## src/rtl/branch_resolve_unit.sv

```systemverilog
// branch_resolve_unit: two-stage relative-branch resolver (Jcc, near Jcc, JMP, LOOPx, JCXZ) with mispredict flag and saturating stats
//   clk_i/rst_ni/flush_i : clock, sync active-low reset, pipeline flush
//   in_*                 : decoded branch op, valid/ready handshake
//   out_*                : resolved direction, redirect target, mispredict, count write-back, valid/ready handshake
//   stat_*               : saturating counts of good ops and mispredicts delivered
module branch_resolve_unit #(
  parameter int AWIDTH = 32,
  parameter int TAGW = 4,
  parameter int CNTW = 16
) (
  input  logic              clk_i,
  input  logic              rst_ni,
  input  logic              flush_i,
  input  logic              in_valid,
  output logic              in_ready,
  input  logic [8:0]        in_op,
  input  logic              in_big,
  input  logic              in_asz,
  input  logic [31:0]       in_ecx,
  input  logic [4:0]        in_flags,
  input  logic [AWIDTH-1:0] in_next_ip,
  input  logic [31:0]       in_disp,
  input  logic              in_pred,
  input  logic [TAGW-1:0]   in_tag,
  output logic              out_valid,
  input  logic              out_ready,
  output logic              out_taken,
  output logic [AWIDTH-1:0] out_target,
  output logic              out_mispred,
  output logic              out_bad,
  output logic              out_ecx_we,
  output logic [31:0]       out_ecx,
  output logic [TAGW-1:0]   out_tag,
  output logic [CNTW-1:0]   stat_resolved,
  output logic [CNTW-1:0]   stat_mispred
);
  logic              r_s1_v;
  logic [8:0]        r_s1_op;
  logic              r_s1_big;
  logic              r_s1_asz;
  logic              r_s1_pred;
  logic [31:0]       r_s1_ecx;
  logic [31:0]       r_s1_disp;
  logic [4:0]        r_s1_flags;
  logic [AWIDTH-1:0] r_s1_nip;
  logic [TAGW-1:0]   r_s1_tag;
  logic              r_s2_v;
  logic              r_s2_taken;
  logic              r_s2_mispred;
  logic              r_s2_bad;
  logic              r_s2_we;
  logic [AWIDTH-1:0] r_s2_target;
  logic [31:0]       r_s2_ecx;
  logic [TAGW-1:0]   r_s2_tag;
  logic [CNTW-1:0]   r_stat_res;
  logic [CNTW-1:0]   r_stat_mis;
  logic              w_s2_take;
  logic              w_acc;
  logic              w_xfer;
  logic              w_pf, w_vf, w_sf, w_cf, w_zf, w_lt;
  logic [2:0]        w_sel;
  logic              w_base;
  logic              w_cc;
  logic              w_jcc;
  logic              w_jmp;
  logic              w_loop;
  logic              w_jcxz;
  logic              w_bad;
  logic [31:0]       w_new_ecx;
  logic              w_new_nz;
  logic              w_cnt_z;
  logic              w_loop_ok;
  logic              w_taken;
  logic [AWIDTH-1:0] w_sum;
  logic [AWIDTH-1:0] w_tgt;
  assign w_s2_take = !r_s2_v || out_ready;
  assign in_ready  = rst_ni && !flush_i && (!r_s1_v || w_s2_take);
  assign w_acc     = in_valid && in_ready;
  assign w_xfer    = r_s2_v && out_ready;
  assign {w_pf, w_vf, w_sf, w_cf, w_zf} = r_s1_flags;
  assign w_lt = w_sf ^ w_vf;
  // Jcc condition pairs: bits [3:1] pick the base test, bit 0 inverts it
  assign w_sel  = r_s1_op[3:1];
  assign w_base = w_sel == 3'd0 ? w_vf :
                  w_sel == 3'd1 ? w_cf :
                  w_sel == 3'd2 ? w_zf :
                  w_sel == 3'd3 ? (w_cf | w_zf) :
                  w_sel == 3'd4 ? w_sf :
                  w_sel == 3'd5 ? w_pf :
                  w_sel == 3'd6 ? w_lt : (w_lt | w_zf);
  assign w_cc   = w_base ^ r_s1_op[0];
  assign w_jcc  = (!r_s1_op[8] && r_s1_op[7:4] == 4'h7) || (r_s1_op[8] && r_s1_op[7:4] == 4'h8);
  assign w_jmp  = !r_s1_op[8] && (r_s1_op[7:0] == 8'hEB || r_s1_op[7:0] == 8'hE9);
  assign w_loop = !r_s1_op[8] && r_s1_op[7:2] == 6'b111000 && r_s1_op[1:0] != 2'b11;
  assign w_jcxz = r_s1_op == 9'h0E3;
  assign w_bad  = !(w_jcc || w_jmp || w_loop || w_jcxz);
  // 16-bit address size decrements CX only; ECX[31:16] passes through
  assign w_new_ecx = r_s1_asz ? r_s1_ecx - 32'd1 : {r_s1_ecx[31:16], r_s1_ecx[15:0] - 16'd1};
  assign w_new_nz  = r_s1_asz ? |w_new_ecx : |w_new_ecx[15:0];
  assign w_cnt_z   = r_s1_asz ? ~|r_s1_ecx : ~|r_s1_ecx[15:0];
  // E2 LOOP needs only the count; E1 LOOPZ wants zf=1, E0 LOOPNZ wants zf=0
  assign w_loop_ok = r_s1_op[1] || (r_s1_op[0] == w_zf);
  assign w_taken   = w_jcc ? w_cc :
                     w_jmp ? 1'b1 :
                     w_loop ? (w_new_nz && w_loop_ok) :
                     (w_jcxz && w_cnt_z);
  assign w_sum = r_s1_nip + r_s1_disp[AWIDTH-1:0];
  assign w_tgt = r_s1_big ? w_sum : AWIDTH'(w_sum[15:0]);
  always_ff @(posedge clk_i) begin
    if (!rst_ni || flush_i) r_s1_v <= 1'b0;
    else if (in_ready) r_s1_v <= in_valid;
    else if (w_s2_take) r_s1_v <= 1'b0;
  end
  always_ff @(posedge clk_i) begin
    if (w_acc) begin
      r_s1_op    <= in_op;
      r_s1_big   <= in_big;
      r_s1_asz   <= in_asz;
      r_s1_pred  <= in_pred;
      r_s1_ecx   <= in_ecx;
      r_s1_disp  <= in_disp;
      r_s1_flags <= in_flags;
      r_s1_nip   <= in_next_ip;
      r_s1_tag   <= in_tag;
    end
  end
  always_ff @(posedge clk_i) begin
    if (!rst_ni) begin
      r_s2_v       <= 1'b0;
      r_s2_taken   <= 1'b0;
      r_s2_mispred <= 1'b0;
      r_s2_bad     <= 1'b0;
      r_s2_we      <= 1'b0;
      r_s2_target  <= '0;
      r_s2_ecx     <= '0;
      r_s2_tag     <= '0;
    end else begin
      if (flush_i) r_s2_v <= 1'b0;
      else if (w_s2_take) r_s2_v <= r_s1_v;
      if (w_s2_take && r_s1_v) begin
        r_s2_taken   <= w_taken;
        r_s2_mispred <= w_taken ^ r_s1_pred;
        r_s2_bad     <= w_bad;
        r_s2_we      <= w_loop;
        r_s2_target  <= w_taken ? w_tgt : r_s1_nip;
        r_s2_ecx     <= w_loop ? w_new_ecx : r_s1_ecx;
        r_s2_tag     <= r_s1_tag;
      end
    end
  end
  // a transfer in a flush cycle still counts: it completed on that edge
  always_ff @(posedge clk_i) begin
    if (!rst_ni) begin
      r_stat_res <= '0;
      r_stat_mis <= '0;
    end else if (w_xfer && !r_s2_bad) begin
      if (~&r_stat_res) r_stat_res <= r_stat_res + 1'b1;
      if (r_s2_mispred && ~&r_stat_mis) r_stat_mis <= r_stat_mis + 1'b1;
    end
  end
  assign out_valid     = r_s2_v;
  assign out_taken     = r_s2_taken;
  assign out_target    = r_s2_target;
  assign out_mispred   = r_s2_mispred;
  assign out_bad       = r_s2_bad;
  assign out_ecx_we    = r_s2_we;
  assign out_ecx       = r_s2_ecx;
  assign out_tag       = r_s2_tag;
  assign stat_resolved = r_stat_res;
  assign stat_mispred  = r_stat_mis;
endmodule

```

## config.mk

```make
export PLATFORM = sky130hd
export DESIGN_NAME = branch_resolve_unit
export DESIGN_NICKNAME = d
export VERILOG_FILES = /design/src/rtl/branch_resolve_unit.sv
export SDC_FILE = /design/constraint.sdc
export NUM_CORES = 1
export LEC_CHECK = 0
export CORE_ASPECT_RATIO = 1.2
export CORE_UTILIZATION = 25
export CTS_BUF_LIST = sky130_fd_sc_hd__clkbuf_4
export CTS_CLUSTER_SIZE = 12
export DETAILED_ROUTE_END_ITERATION = 6
export PLACE_DENSITY = 0.57
export SYNTH_ARGS = -nofsm -noshare
export SYNTH_HDL_FRONTEND = slang
export SYNTH_SLANG_ARGS = --single-unit
```

## constraint.sdc

```tcl
create_clock -name clk_i -period 4.71 [get_ports clk_i]
set_input_delay 0.942 -clock clk_i [delete_from_list [all_inputs] [get_ports clk_i]]
set_output_delay 0.942 -clock clk_i [all_outputs]
set_load 0.005 [all_outputs]
```

# ---- Yosys cells after proc, flatten, opt, wreduce, memory -nomap -nowiden
# Cells that the tools add are included.
# Widths: inputs -> output; s select.
dict set report classes {
  n_reduce_logical 44
  bitwise_logic 7
  add_sub_neg 5
  mux 18
  eq_ne 14
}
# op count
set ops {}
lappend ops {{$mux 32} 4}
lappend ops {{$reduce_or 32->1} 2}
lappend ops {{$add 16x1->16 const B} 2}
lappend ops {{$add 32x32->32} 1}
lappend ops {{$reduce_and 16->1} 2}
lappend ops {{$reduce_or 16->1} 2}
lappend ops {{$sub 32x1->32 const B} 1}
lappend ops {{$eq 8x8->1 const B} 2}
lappend ops {{$sub 16x1->16 const B} 1}
lappend ops {{$logic_and 1x1->1} 14}
lappend ops {{$mux 1} 14}
lappend ops {{$logic_not 1->1} 10}
lappend ops {{$eq 3x3->1 const B} 3}
lappend ops {{$eq 9x8->1 const B} 1}
lappend ops {{$logic_or 1x1->1} 9}
lappend ops {{$eq 3x2->1 const B} 2}
lappend ops {{$eq 6x6->1 const B} 1}
lappend ops {{$eq 4x3->1 const B} 1}
lappend ops {{$eq 4x4->1 const B} 1}
lappend ops {{$reduce_and 2->1} 2}
lappend ops {{$eq 3x1->1 const B} 1}
lappend ops {{$logic_not 3->1} 1}
lappend ops {{$xor 1x1->1} 3}
lappend ops {{$ne 2x2->1 const B} 1}
lappend ops {{5 further kinds} 7}
dict set report word_totals {
  elab_cells 108
  output_inout_bits 106
  regBits 223
  inputBits 122
}

# ---- Longest topological paths before layout
# Gate-level depths: netlist of the first run.
dict set report logic_depth {
  ltp_word 12
  ltp_mapped 11
  ltp_nobuf 11
}

# ---- Worst setup path before layout of the first run
# No wires, ideal clock.
dict set report synth_path {
  kind {input -> register}
  startpoint {input port flush_i}
  endpoint {register r_s1_asz (enable)}
  path_stages 3
  arrival_ns 4.016
  required_ns 4.220
  path_slack_ns 0.204
  path_cell_list {nand2b_1 > a21oi_1 > and2_1}
}
dict set report synth_between {
  elab_chain_cells 4
}
# element line
set synth_lines {}
lappend synth_lines {{start: declaration} 13} ;# input logic flush_i,
lappend synth_lines {{$logic_not 1->1} 77} ;# assign in_ready = rst_ni && !flush_i && (!r_s1_v || w_s2_take);
lappend synth_lines {{$logic_and 1x1->1 (2 in series)} 77}
lappend synth_lines {{via in_ready} 15} ;# output logic in_ready,
lappend synth_lines {{$logic_and 1x1->1} 78} ;# assign w_acc = in_valid && in_ready;
lappend synth_lines {{via w_acc} 58} ;# logic w_acc;
lappend synth_lines {{end signal: assignment} 118} ;# r_s1_asz <= in_asz;
lappend synth_lines {{end: declaration} 40} ;# logic r_s1_asz;
# The timed path passes the listed nets, and every way through them passes these cells.
# A chain may end at the register's enable or synchronous reset.

# ---- Worst setup path after layout of the first run
dict set report layout_path {
  startpoint {register r_s1_ecx[18]}
  endpoint {register r_s2_target[13] (netlist: out_target[13])}
}
dict set report layout_between {
  elab_chain_cells 9
  word_cells_on_any_way 13
  classes_between {1 x add/sub; 7 x mux; 5 x reduce/logical}
}
# element line
set layout_lines {}
lappend layout_lines {{start: declaration} 42} ;# logic [31:0] r_s1_ecx;
lappend layout_lines {{start signal: assignment} 120} ;# r_s1_ecx <= in_ecx;
lappend layout_lines {{$sub 32x1->32} 98} ;# assign w_new_ecx = r_s1_asz ? r_s1_ecx - 32'd1 : {r_s1_ecx[31:16], r_s1_ecx[15:0] - 16'd1};
lappend layout_lines {{$mux 32} 98}
lappend layout_lines {{$reduce_or 32->1} 99} ;# assign w_new_nz = r_s1_asz ? |w_new_ecx : |w_new_ecx[15:0];
lappend layout_lines {{$mux 1} 99}
lappend layout_lines {{$logic_and 1x1->1} 105} ;# w_loop ? (w_new_nz && w_loop_ok) :
lappend layout_lines {{$mux 1 *} 105}
lappend layout_lines {{$mux 1 *} 104} ;# w_jmp ? 1'b1 :
lappend layout_lines {{$mux 1 *} 103} ;# assign w_taken = w_jcc ? w_cc :
lappend layout_lines {{$mux 32 *} 145} ;# r_s2_target <= w_taken ? w_tgt : r_s1_nip;
lappend layout_lines {{end signal: assignment} 145}
lappend layout_lines {{end: declaration} 52} ;# logic [AWIDTH-1:0] r_s2_target;
# Every way passes the cells marked *; elsewhere a longest branch is shown, timed or not.

==> results of run 1 <==
path summary, 6_finish.rpt:
check / start / end / slack [ns] / depth (start not counted)
hold / removal: out_ecx_we / out_ecx_we / 0.45 / 2
hold reg to reg: out_ecx_we / out_ecx_we / 0.45 / 2
setup reg to reg: r_s1_ecx[18] / out_target[13] / 1.16 / 9
setup / recovery: r_s1_ecx[18] / out_target[13] / 1.16 / 9
power by group:
group          total (uW)  switching [uW]  internal, uW
Sequential           2190            60.0          2130
Clock                1770             852           922
Combinational         522             248           274
registers in the layout, summed over array words and instances (netlist names), 9 cells and up:
register and flops:
stat_mispred 16, r_s1_nip 32, r_s1_op 9, out_ecx 32, stat_resolved 16, r_s1_ecx 32
r_s1_disp 32, out_target 32
layer usage:
layer	vias to the layer above	GRT usage	wire [um]
met4	4	0.07700	1203
met3	61	0.03683	1907
met1	4016	0.1700	13040
met2	280	0.2333	14470
met5	-	0	27
li1	4253	-	-
stage by stage:
| step | std cells | hold WS, ns |
|---|---|---|
| 2_1_floorplan | 997 | 0.4483 |
| 3_3_place_gp | 1734 | 0.4388 |
| 3_5_place_dp | 1734 | 0.4443 |
| 4_1_cts | 1844 | 0.4525 |
| 5_1_grt | 1845 | 0.4770 |
| 6_report | 1846 | 0.4506 |
kinds of logic (layout without fill, tap and decap cells):
kind of cell	after synthesis	count (layout)
and+or+nand+nor	368	368
DFF	223	223
AOI/OAI and AO/OA	221	221
xor gates and xnor gates	80	80
buffers and inverters	58	366
adders and majority gates	36	36
muxes	11	11
other	0	2
final cells by class:
| type | count | share of cell area |
|---|---|---|
| flip-flops and latches | 223 | 0.3986 |
| multi-input cells | 716 | 0.3250 |
| repair buffers | 237 | 0.1678 |
| well taps | 539 | 0.04770 |
| clock buffers | 82 | 0.04354 |
| clock inverters | 28 | 0.01186 |
| inverters | 19 | 0.005133 |
| diodes | 2 | 0.0003540 |
cells in the mapped netlist, types with 4 or more instances:
library cell	instances
o21ai_0	36
nor2_1	103
a21o_1	15
or4_1	4
nand3_1	37
xor2_1	29
inv_1	19
and3_1	13
nor4_1	12
a311oi_1	15
or3_1	18
nand2_1	81
o211ai_1	8
buf_2	4
nand4_1	17
dfxtp_1	106
mux2i_1	10
nor3_1	29
xnor2_1	51
edfxtp_1	117
and2_1	8
a31oi_1	16
o21bai_1	6
clkbuf_1	31
nand4b_1	4
ha_1	35
o21a_1	9
nor2b_1	9
a211oi_1	38
a21oi_1	52
nand2b_1	14
worst max-delay path, delay by kind of cell (launching register included):
family | cells | cell delay (ns)
buffers and inverters | 1 | 0.34
AO/OA/AOI/OAI | 3 | 1.36
AND/OR/NAND/NOR | 4 | 1.18
flip-flops | 1 | 0.46
XOR/XNOR | 1 | 0.10
==> results.md, run 1 <==
- Outcome: completed
- Final setup fails: 0
- Design Area, Final: 0.01414 mm^2
- Leakage power: 0.004824 uW
- Layout cells sized above 1: 0.09502
- TritonCTS Buffers: 60
- Synth warn: 0
- Main flop type after synthesis: edfxtp_1
- GRT overflow: 0
- Number of synthesized flops with an enable pin: 117
- Most frequent cells in the layout: clkdlybuf4s50_1, edfxtp_1, dfxtp_1
- WL final: 30650 um
- Core area: 0.04105 mm^2
- Area delta synth->final: 35.09%
- Clock transition at path regs: 0.07 ns
- Worst path max stage delay: 0.68 ns
- Largest family of logic cells by synthesized area: simple AND/OR/NAND/NOR gates
- Cts repair resizes: 0
- F_max: 281.9 MHz
- Final Hold Vio Count: 0
- Worst setup margin: 1.163 ns
- Multi-input logic area: 0.004594 mm^2
- Slowest-stage cell, CP: nor4_1
- WL per Instance: 16.60 um
- H-tree depth: 2
- Total of max-cap violations: 0
- IO buf count: 227
- VDD IR max: 0.2591 mV
- Die width: 188.8 um
- Post-DP Area: 0.01335 mm^2
- Setup Crit Path Kind: reg2reg
- Die ar.: 0.04269 mm^2
- Compound-Gate Fraction of Synth Area: 0.1404
- Worst EP required: 5.36 ns
- Hold Path Class: reg2reg
- Synthesized cell area: 0.01047 mm^2
- First-pass GRT wire length: 46810 um
- Worst skew pair latency: 0.76 ns
- Setup Skew: 0.03087 ns
- Initial Util: 0.2550
- Sequential fraction of the synthesis area: 0.5385
- Syn Inst Count: 997
- Tot GR Track Use: 0.1423
- Register area: 0.005635 mm^2
- Startpoint Class: register
- Xor/xnor share of the synthesized area: 0.06695
- CP Cell Sequence: nor4_1 > nand3_1 > nor4_2 > xor2_1 > o41a_1 > o21ai_2 > buf_4 > nand2_1 > a311oi_1
- Worst slack, placed: 1.187 ns
- Largest net degree at the start of global routing: 67
- Final Wtd Congestion: 0.8483
- Final ANT Viol Nets: 0
- Post-synth ARST share: 0
- Netlist cell types: 67
- PwrDens: 317.2 mW/mm^2
- Drt first pass iters: 5
- Setup Buffers After CTS: 0
- Simple-Gate Fraction of Synth Area: 0.1764
- Via density: 4.666
- Proportion of netlist area held by the largest area contributor: 0.3357
- Root buf cell: clkbuf_4
- Die H: 226.1 um
- Synth Register Bits: 223
- Total Power: 4484 uW
- Post-layout utilization of the core: 0.3444
- Worst Max-Slew Pin Slew: 0.8429 ns
- RSZ-0062 raised after global routing: false
- Setup TNS: 0 ns
- Synth Area in Adders: 0.04376
- CP max FO: 12
- Period utilization: 0.7532
- Max Root-Sink Buffers: 3
- # clock sinks: 223
- Crit path DAT: 4.19 ns
- HPWL Detailed: 22070 um
- Initial DRC count: 411
- Max-slew violations: 0
- Vias in the first global route: 8537
- Syn_area_per_cell: 10.50 um^2
- Fillers: 4191
- Num ports: 228
- Period minus WS final: 3.547 ns
- Hold buffers post-CTS: 0
- Final #Nets: 1415
- Syn nets: 1155
- Slew headroom: 0.4342
- Initial antenna violation count: 4
- Synth area leader: edfxtp_1
- Rows: 81
- Nature of the critical path endpoint: register
- Multiplexer share of the synthesized area: 0.01064
- CTS tree: done
- Area contributors post-synth: edfxtp_1, dfxtp_1, xnor2_1
- Commonest non-fill, non-tap cell in the layout: clkdlybuf4s50_1
- DR DRC count: 0
- DR vias: 8614
Power figures use the tool's default switching activity.
==> run 2, diff against run 1 <==
PLACE_DENSITY = 0.59   (was 0.57)
clock period = 2.9 ns   (was 4.71 ns; I/O delays follow)
==> results.md, run 2 (synthesis results as in run 1) <==
- Drt first pass iters: 5
- Worst Max-Slew Pin Slew: 0.6234 ns
- Worst EP required: 3.57 ns
- Tot GR Track Use: 0.1435
- Crit path DAT: 3.47 ns
- Initial antenna violation count: 1
- Largest net degree at the start of global routing: 119
- CP max FO: 16
- Slowest-stage cell, CP: o41a_1
- Rows: 81
- HP Start: in_flags[3]
- Die H: 226.1 um
- Via density: 4.658
- Leakage power: 0.005132 uW
- Post-Layout Cell Count: 1892
- RSZ-0062 raised after global routing: true
- Nature of the critical path endpoint: register
- R2R Path End: out_target[3]
- GRT overflow: 0
- Die ar.: 0.04269 mm^2
- Hold Path Cell Cnt: 1
- WL final: 31060 um
- Final Wtd Congestion: 0.8291
- Worst Setup SP: r_s1_ecx[12]
- Area delta synth->final: 40.83%
- DR vias: 8812
- Max Root-Sink Buffers: 3
- TritonCTS Buffers: 61
- Most frequent cells in the layout: clkdlybuf4s50_1, edfxtp_1, dfxtp_1
- VDD IR max: 0.2308 mV
- DR DRC count: 0
- Clock transition at path regs: 0.07 ns
- WL per Instance: 16.42 um
- Final Hold Vio Count: 0
- Core area: 0.04105 mm^2
- Final setup fails: 0
- Slew headroom: 0.5806
- Total of max-cap violations: 0
- WHS Endpoint: r_s1_flags[3]
- F_max: 356.6 MHz
- Placed Cells incl. Taps: 1774
- CTS tree: done
- Num ports: 228
- R2R cell count: 9
- First-pass GRT wire length: 47220 um
- Total Power: 7473 uW
- CP Cell Sequence: or3_4 > nand2b_4 > nor4_4 > a21oi_1 > o41a_1 > o21a_4 > buf_12 > mux2i_1 > a211oi_1
- Die width: 188.8 um
- Outcome: completed
- Final ANT Viol Nets: 0
- Setup Skew: 0.02170 ns
- # clock sinks: 223
- Initial DRC count: 348
- Startpoint Class: register
- Initial Util: 0.2550
- Period utilization: 0.9669
- Layout cells sized above 1: 0.1428
- Commonest non-fill, non-tap cell in the layout: clkdlybuf4s50_1
- Worst path max stage delay: 0.50 ns
- Setup Crit Path Kind: reg2reg
- IO buf count: 227
- Setup TNS: 0 ns
- Final #Nets: 1462
- Max-slew violations: 0
- Worst skew pair latency: 0.76 ns
- Setup slack, reg-to-reg: 0.1 ns
- Hold buffers post-CTS: 0
- HPWL Detailed: 22430 um
- Vias in the first global route: 8786
- H-tree depth: 2
- Root buf cell: clkbuf_4
- Period minus WS final: 2.804 ns
- Hold Path Class: in2reg
- PwrDens: 507.1 mW/mm^2
- Worst r2r src: r_s1_ecx[12]
[run 2: cell count changes in the layout (fill, tap and decap cells not counted), moves of 3 or more]
cell      change
nor4_4        +3
buf_12        +7
clkinv_2      -3
a211oi_1      -3
a211oi_2      +3
clkinv_1      -4
buf_4        +38
clkbuf_4     +10
[run 2: what timing repair did]
| action | CTS | global route |
|---|---|---|
| pin swaps | 1 | 17 |
| endpoints found under the hold margin | 0 | 0 |
| gates resized for setup | 1 | 23 |
| setup buffers | 1 | 5 |
| endpoints found under the setup margin | 10 | 35 |
[run 2: metrics by stage]
step | hold WS (ns) | instance area, um^2 | setup WS (ns) | utilization
5_1_grt | 0.2735 | 14740 | -0.05186 | 0.3591
3_5_place_dp | 0.4465 | 13720 | -0.03562 | 0.3344
6_report | 0.3681 | 14740 | 0.09597 | 0.3591
2_1_floorplan | 0.4483 | 10470 | 0.05676 | -
4_1_cts | 0.2505 | 14560 | 0.01266 | 0.3547
3_3_place_gp | 0.4381 | 13720 | 0.06704 | 0.3344
[run 2: layer usage]
metal / track usage / routed length [um] / vias up
li1: - / - / 4354
met1: 0.1744 / 13650 / 4093
met2: 0.2353 / 14510 / 283
met3: 0.03232 / 1698 / 82
met4: 0.07726 / 1200 / 0
met5: 0 / 0 / -
[run 2: layout make-up]
| class | count | area, um^2 |
|---|---|---|
| Tap cell | 539 | 674.4 |
| Antenna cell | 1 | 2.502 |
| Inverter | 19 | 72.57 |
| Sequential cell | 223 | 5635 |
| Fill cell | 4083 | 26310 |
| Clock buffer | 92 | 690.7 |
| Clock inverter | 19 | 130.1 |
| Multi-Input combinational cell | 716 | 4723 |
| Timing Repair Buffer | 283 | 2809 |
[run 2: power breakdown]
part	internal, uW	switching [uW]
Combinational	489	425
Clock	1620	1390
Sequential	3460	92.1
Total	5570	1900
[run 2: worst max-delay path by stage]
stage | to | slack, ns | cells after the start
floorplan | r_s1_asz | 0.06 | 3
global placement | out_target[20] | 0.07 | 9
detailed placement | out_target[20] | -0.04 | 9
CTS | out_target[20] | 0.01 | 10
global route | out_target[1] | -0.05 | 9
finish | out_target[3] | 0.1 | 9
[run 2: critical path: cells and delay by family, from the launching register on]
kind / cells / cell delay [ns]
buf+inv: 1 / 0.16
flops: 1 / 0.40
mux: 1 / 0.12
compound gates: 4 / 1.08
simple gates: 3 / 0.95
==> run 3, diff against run 2 <==
clock period = 2.3 ns   (was 2.9 ns; I/O delays follow)
==> results.md, run 3 (synthesis results as in run 1) <==
- Rows: 81
- HPWL Detailed: 23710 um
- CTS tree: done
- Final setup fails: 40
- WL final: 33150 um
- Setup Skew: 0.03103 ns
- Buf/Inv on CP: 1
- RSZ-0062 raised after global routing: true
- Final ANT Viol Nets: 0
- Num ports: 228
- Fillers: 4035
- Hold Path Class: in2reg
- Setup Crit Path Kind: reg2reg
- Max Root-Sink Buffers: 3
- VDD IR max: 0.3763 mV
- Startpoint Class: register
- PwrDens: 592.7 mW/mm^2
- Worst r2r src: r_s1_ecx[12]
- Drt first pass iters: 4
- Leakage power: 0.005978 uW
- Period utilization: 1.204
- Clock transition at path regs: 0.07 ns
- Initial antenna violation count: 5
- GRT overflow: 0
- Die ar.: 0.04269 mm^2
- Crit path DAT: 3.38 ns
- Final Wtd Congestion: 0.8646
- H-tree depth: 3
- Area delta synth->final: 55.33%
- CP Cell Sequence: or3_4 > nand2b_4 > nor4_4 > xor2_1 > o41a_1 > buf_6 > o211ai_4 > a21oi_2 > o31a_1
- Vias in the first global route: 9543
- R2R Path End: out_target[17]
- Worst setup margin: -0.4692 ns
- # clock sinks: 223
- DR DRC count: 0
- Worst slack, placed: -0.5404 ns
- Commonest non-fill, non-tap cell in the layout: clkdlybuf4s50_1
- CP max FO: 7
- Hold buffers post-CTS: 0
- Failing checks: setup timing
- Root buf cell: clkbuf_4
- Final Hold Vio Count: 0
- Max-slew violations: 0
- Worst skew pair latency: 0.73 ns
- Period minus WS final: 2.769 ns
- Core area: 0.04105 mm^2
- Via density: 4.601
- Largest net degree at the start of global routing: 57
- Total of max-cap violations: 0
- Slew headroom: 0.7602
- TritonCTS Buffers: 66
- HP Start: in_next_ip[29]
- Slowest-stage cell, CP: o41a_1
- Top cell family by delay on the critical path: compound AO/OA/AOI/OAI gates
- Setup TNS: -14.53 ns
- Nature of the critical path endpoint: register
- IO buf count: 227
- Post-layout utilization of the core: 0.3960
- Worst Max-Slew Pin Slew: 0.3580 ns
- Worst EP required: 2.91 ns
- Outcome: complete, but fails checks
- First-pass GRT wire length: 49510 um
- Worst path max stage delay: 0.48 ns
- Tot GR Track Use: 0.1507
- Most frequent cells in the layout: clkdlybuf4s50_1, buf_4, edfxtp_1
- WL per Instance: 16.23 um
- Die H: 226.1 um
- F_max: 361.1 MHz
- Setup slack, reg-to-reg: -0.47 ns
- R2R cell count: 9
- Die width: 188.8 um
- Initial Util: 0.2550
- DR vias: 9400
- Final #Nets: 1608
- Hold Path Cell Cnt: 1
- Post-DP Area: 0.01469 mm^2
- Initial DRC count: 323
- Layout cells sized above 1: 0.2663
- Design Area, Final: 0.01626 mm^2
- WHS Endpoint: r_s1_nip[29]
## run 3: changes by cell type in the layout (fill, tap and decap cells not counted), sizes merged
cell	before	now
buf	56	193
clkbuf	92	107
bufinv	2	0
clkdlybuf4s15	0	1
clkdlybuf4s50	227	226
clkinv	18	17
diode	1	2
inv	18	19
## run 3: routing by layer
layer | wire (um) | global-route usage | vias to the layer above
met2 | 15890 | 0.2514 | 273
li1 | - | - | 4636
met5 | 18 | 0 | -
met3 | 1913 | 0.04211 | 73
met1 | 14110 | 0.1751 | 4414
met4 | 1227 | 0.08012 | 4
## run 3: timing repair
action / CTS / global route
cloned: 0 / 5
pin swaps: 19 / 39
setup buffers: 9 / 13
resized for setup: 31 / 63
endpoints found under the setup margin: 46 / 56
hold endpoints to repair: 0 / 0
## run 3: how the worst max path moves through the flow
| stage | start | endpoint | slack, ns | cells past startpoint |
|---|---|---|---|---|
| 6_report | r_s1_ecx[12] | out_target[17] | -0.47 | 9 |
| 5_1_grt | r_s1_ecx[3] | out_target[20] | -0.62 | 10 |
| 4_1_cts | r_s1_ecx[28] | out_target[25] | -0.47 | 9 |
| 3_5_place_dp | r_s1_ecx[4] | out_target[10] | -0.54 | 10 |
| 3_3_place_gp | r_s1_ecx[4] | out_target[13] | -0.51 | 10 |
| 2_1_floorplan | r_s1_ecx[4] | out_target[29] | -0.31 | 10 |
## run 3: area by class of cell
cell class | instances | area (um^2) | share of cell area
multi-input cells | 716 | 5042 | 0.3102
flip-flops and latches | 223 | 5639 | 0.3469
well taps | 539 | 674.4 | 0.04149
inverters | 19 | 72.57 | 0.004464
clock inverters | 17 | 67.56 | 0.004156
repair buffers | 424 | 3981 | 0.2449
diodes | 2 | 5.005 | 0.0003079
clock buffers | 103 | 773.2 | 0.04757
## run 3: per-stage QoR
step / power [uW] / hold slack (ns) / cells
after floorplan: 5107 / 0.4483 / 997
after global placement: 5822 / 0.4409 / 1895
after detailed placement: 5836 / 0.4487 / 1895
after CTS: 9786 / 0.1577 / 2024
after global routing: 10170 / 0.1760 / 2043
final: 9635 / 0.2884 / 2043
## run 3: report_power, final
part	total, uW	leakage [uW]	switching (uW)	internal, uW
Clock	3800	0.000510	1760	2030
Sequential	4470	0.00194	109	4360
Combinational	1370	0.00353	608	763
Total	9640	0.00598	2480	7160
